`config.mk`:
```
export PLATFORM = sky130hd
export DESIGN_NAME = prog_loader
export DESIGN_NICKNAME = d
export VERILOG_FILES = /design/src/rtl/prog_loader_pkg.sv /design/src/rtl/prog_loader.sv
export SDC_FILE = /design/constraint.sdc
export NUM_CORES = 1
export LEC_CHECK = 0
export ABC_AREA = 1
export CORE_AREA = 2 2 60 62
export CTS_BUF_LIST = sky130_fd_sc_hd__clkbuf_4 sky130_fd_sc_hd__clkbuf_8
export DETAILED_ROUTE_END_ITERATION = 12
export DIE_AREA = 0 0 62 64
export PLACE_DENSITY = 0.91
export SYNTH_ARGS = -nofsm -noshare
export SYNTH_HDL_FRONTEND = slang
export SYNTH_SLANG_ARGS = --single-unit
```
`constraint.sdc`:
```
create_clock -name clk -period 2.2 [get_ports clk]
set_clock_uncertainty 0.15 [all_clocks]
set_input_delay 0.33 -clock clk [delete_from_list [all_inputs] [get_ports clk]]
set_output_delay 0.33 -clock clk [all_outputs]
set_load 0.02 [all_outputs]
```
`src/rtl/prog_loader_pkg.sv`:
```
// Shared definitions for the program loader and the core it feeds:
// loader FSM states, default address/word widths and the core opcode map.
package prog_loader_pkg;

    localparam int D_DEF = 12;  // program-address width, matches the core PC
    localparam int W_DEF = 9;   // machine-code word width

    typedef enum logic [2:0] {
        S_LOAD,
        S_ARM,
        S_REQ,
        S_RUN,
        S_FIN
    } state_t;

    // Core opcodes live in the top three bits of a machine-code word.
    localparam int OP_W = 3;

    typedef enum logic [OP_W-1:0] {
        OP_NOP  = 3'd0,
        OP_LDI  = 3'd1,
        OP_ADD  = 3'd2,
        OP_SUB  = 3'd3,
        OP_AND  = 3'd4,
        OP_JMP  = 3'd5,
        OP_JZ   = 3'd6,
        OP_HALT = 3'd7
    } opcode_t;

    function automatic opcode_t opcode_of(input logic [W_DEF-1:0] word);
        return opcode_t'(word[W_DEF-1 -: OP_W]);
    endfunction

endpackage

```
`src/rtl/prog_loader.sv`:
```
// Host-to-instruction-ROM program loader: streams words into the ROM write
// port, then releases the core, starts it, and waits for completion.
module prog_loader
    import prog_loader_pkg::*;
#(
    parameter int D = D_DEF,
    parameter int W = W_DEF
) (
    input  logic         clk,
    input  logic         reset,
    input  logic         in_valid,
    input  logic [W-1:0] in_data,
    input  logic         in_last,
    output logic         in_ready,
    output logic         wr_en,
    output logic [D-1:0] wr_addr,
    output logic [W-1:0] wr_data,
    output logic         core_rst,
    output logic         req,
    input  logic         core_done,
    input  logic         start,
    output logic [D-1:0] prog_len,
    output logic         done,
    output logic         ovf
);

    localparam logic [D-1:0] LAST_ADDR = '1;

    state_t       state;
    logic [D-1:0] count;
    logic         rerun;   // FIN sub-phase holding core_rst for one cycle
    logic         accept;
    logic         at_cap;

    // The ROM strobe must land in the same cycle as the handshake, so the
    // write port is decoded combinationally from the registered in_ready.
    assign accept   = in_valid && in_ready;
    assign at_cap   = (count == LAST_ADDR);
    assign wr_en    = accept;
    assign wr_addr  = count;
    assign wr_data  = in_data;
    assign prog_len = count;

    always_ff @(posedge clk or negedge reset) begin
        if (!reset) begin
            state    <= S_LOAD;
            count    <= '0;
            ovf      <= 1'b0;
            rerun    <= 1'b0;
            in_ready <= 1'b1;
            core_rst <= 1'b1;
            req      <= 1'b0;
            done     <= 1'b0;
        end else begin
            // NOTE: every register here uses <= so that all of them sample
            // the pre-edge state; req defaults low and is raised only in ARM.
            req <= 1'b0;
            case (state)
                S_LOAD: begin
                    if (accept) begin
                        if (!at_cap) begin
                            count <= count + 1'b1;
                        end
                        // The top address is the last slot; without in_last
                        // the program is truncated there instead of wrapping.
                        if (in_last || at_cap) begin
                            ovf      <= !in_last;
                            state    <= S_ARM;
                            in_ready <= 1'b0;
                            core_rst <= 1'b0;
                        end
                    end
                end
                S_ARM: begin
                    state <= S_REQ;
                    req   <= 1'b1;
                end
                S_REQ: begin
                    state <= S_RUN;
                end
                S_RUN: begin
                    if (core_done) begin
                        state <= S_FIN;
                        done  <= 1'b1;
                    end
                end
                S_FIN: begin
                    if (rerun) begin
                        rerun    <= 1'b0;
                        core_rst <= 1'b0;
                        state    <= S_ARM;
                    end else if (start) begin
                        // Rerun: pulse core_rst so the PC restarts from 0,
                        // keeping the ROM contents and prog_len.
                        rerun    <= 1'b1;
                        core_rst <= 1'b1;
                        done     <= 1'b0;
                    end else if (in_valid) begin
                        state    <= S_LOAD;
                        count    <= '0;
                        ovf      <= 1'b0;
                        in_ready <= 1'b1;
                        core_rst <= 1'b1;
                        done     <= 1'b0;
                    end
                end
                default: begin
                    state    <= S_LOAD;
                    count    <= '0;
                    ovf      <= 1'b0;
                    rerun    <= 1'b0;
                    in_ready <= 1'b1;
                    core_rst <= 1'b1;
                    done     <= 1'b0;
                end
            endcase
        end
    end

endmodule
```
==> run summary <==
status: complete, no violations
Layout Cells excl Fill: 272
maximum vdd drop: 0.0006302 V
Fin. Hold Viols: 0
M1 GR Usage: 0.2099
post-DP HPWL: 2363 um
Reg2Reg Setup Slack: 0.37 ns
H-tree levels: 1
ant diodes: 0
Routed WL: 3094 um
Syn Nets: 225
largest net degree at the start of global routing: 22
Storage cell area: 528.0 sq um
Critical path origin: prog_len[2]
f_max: 0.5055 GHz
clk root buf: clkbuf_4
Post-CTS Resized: 0
Cell Area, Synth: 1459 sq um
Setup violations, final: 0
setup repair bufs after CTS: 0
largest family of logic cells by synthesized area: simple AND/OR/NAND/NOR gates
WP data arrival: 1.50 ns
fraction of registers with async set/reset: 1.000
total CTS buffers: 3
post-DR vias/cell: 4.985
LEAKAGE: 0.0008024 uW
global route hottest layer: met2
Nets: 243
wire per inst: 11.38 um
Tot Pwr: 1459 uW
first-pass GRT wire length: 5430 um
mux contribution to synthesized area: 0
Std-Cell Rows: 21
drt first pass iters: 4
initial antenna violation count: 0
Setup Crit Path Kind: flop to primary output
worst slew pin tran: 0.3324 ns
clock sinks: 21
complex-gate fraction of the synthesized area: 0.06175
Reg-to-Reg Start: prog_len[1]
fin. max-slew vios: 0
Final Cycle Share: 0.8992
WP buf/inv: 1
warnings from Yosys: 0
dpl cells: 268
fillers: 314
synthesis-stage register bit count: 21
Placer Congestion: 0.8418
Worst EP required: 1.72 ns
post-synthesis adder-cell area fraction: 0.008576
layout cells sized above 1: 0.07522
DRC viols: 0
final setup TNS: 0 ns
slowest stage delay, CP: 0.66 ns
vias in the first global route: 1,305
Slew HR: 0.7776
sequential area share after synthesis: 0.3619
area occupied by multi-input gates: 650.6 sq um
grt ovf: 0
hold buffer count at CTS: 0
worst-case reg-to-reg path depth: 6
Clock Path Buffers: 2
met2 global-route usage: 0.2904
Top Ports: 54
CTS tree: built
Synth top cells by count: nand2_1, nand3_1, inv_1
Core ar.: 3284 sq um
Critical Path Sink Type: primary output
max-cap viol count: 0
Clock Latency Late Sink: 0.31 ns
cell taking the most area after synthesis: dfrtp_1
r2r endpoint: prog_len[3]
dpl ws: 0.1251 ns
post-synthesis xor/xnor area fraction: 0
Post-synth EDFFs: 0
routed vias: 1,356
M3 GR Usage: 0.04453
die area: 3968 sq um
WP depth: 1
Initial Util: 0.4442
worst-path fanout max: 9
Die Ht: 64 um
Slowest-stage cell, CP: clkdlybuf4s50_1
post-synthesis area per instance: 6.980 sq um
Hold Path Class: input pin to async pin
RSZ-0062 raised after global routing: no
Area Overhead vs Synth: 18.70%
DR iter-0 viols: 67
top cell type's share of synthesized area: 0.3259
Synth Area in Simple Gates: 0.3756
Top delay family on crit path: buffers and inverters
Min Hold Slack: 0.1881 ns
Mapped Cells: 209
crit start category: flop
Port Buffer Count: 35
top-count cell post-synth: nand2_1
ys flop type: dfrtp_1
Worst setup endpoint: prog_len[2]
Die Wd: 62 um
Routed Antenna Nets: 0
final critical-path setup slack: 0.2217 ns
all-layer global routing usage: 0.1753
Netlist cell types: 23
Synth area leaders: dfrtp_1, nand2_1, buf_4
worst-path cell chain: clkdlybuf4s50_1
Tmin final: 1.978 ns
pwr dens: 842.4 nW/um^2
clock transition at the registers of the reported paths: 0.12 ns
-- kinds of logic after synthesis --
family / count (synthesis)
fa+ha+maj: 1
buf+inv: 49
flops: 21
simple gates: 121
compound gates: 17
-- metrics by stage --
stage	area, sq um	utilization
3_3_place_gp	1699	0.5173
4_1_cts	1729	0.5265
3_5_place_dp	1699	0.5173
6_report	1732	0.5272
5_1_grt	1732	0.5272
2_1_floorplan	1459	-
-- state kept, by name, indices dropped and copies added (netlist names) --
register  count
ovf           1
req           1
done          1
core_rst      1
in_ready      1
state         3
prog_len     12
rerun         1
-- power breakdown --
group          switching (uW)  leakage (uW)  internal (uW)
logic                     456      0.000505            251
registers                70.4      0.000279            472
clock network             126     0.0000184           83.3
total                     652      0.000802            807
-- cells in the final DEF, fill, tap and decap left out --
master           instances
nand3_2                  1
dfstp_2                  2
a21oi_1                  2
inv_1                   24
o21bai_1                 2
or2_2                    1
clkbuf_4                 4
nor2_4                   2
o21ai_1                  6
nand2_1                 63
nor2_1                  15
clkdlybuf4s50_1         34
nand3b_1                 1
nand3_1                 26
nand4_1                  6
nand4_2                  1
dfrtp_1                 19
buf_4                    3
o21ai_0                  7
dlymetal6s2s_1           1
nor3_1                   2
nor2_2                   1
nand2_2                  2
ha_1                     1
-- how the worst min path moves through the flow --
stage,end,start,cells past startpoint
after floorplan,done,reset,0
after global placement,core_rst,core_rst,2
after detailed placement,core_rst,core_rst,2
after CTS,prog_len[7],reset,2
after global routing,prog_len[2],reset,2
final,prog_len[2],reset,2
-- per-layer routing --
metal  part of all wire  up-vias  wire, um
met2               0.51       45      1572
met5                  0        -         0
met4              0.013        0        39
li1                   -      681         -
met3              0.060        8       185
met1               0.42      622      1296
-- area by class of cell --
| cell class | instances | share of cell area |
|---|---|---|
| well taps | 46 | 0.03324 |
| inverters | 24 | 0.05202 |
| flip-flops and latches | 21 | 0.3049 |
| repair buffers | 38 | 0.2168 |
| clock buffers | 4 | 0.01734 |
| multi-input cells | 139 | 0.3757 |
(Power assumes the default switching activity.)
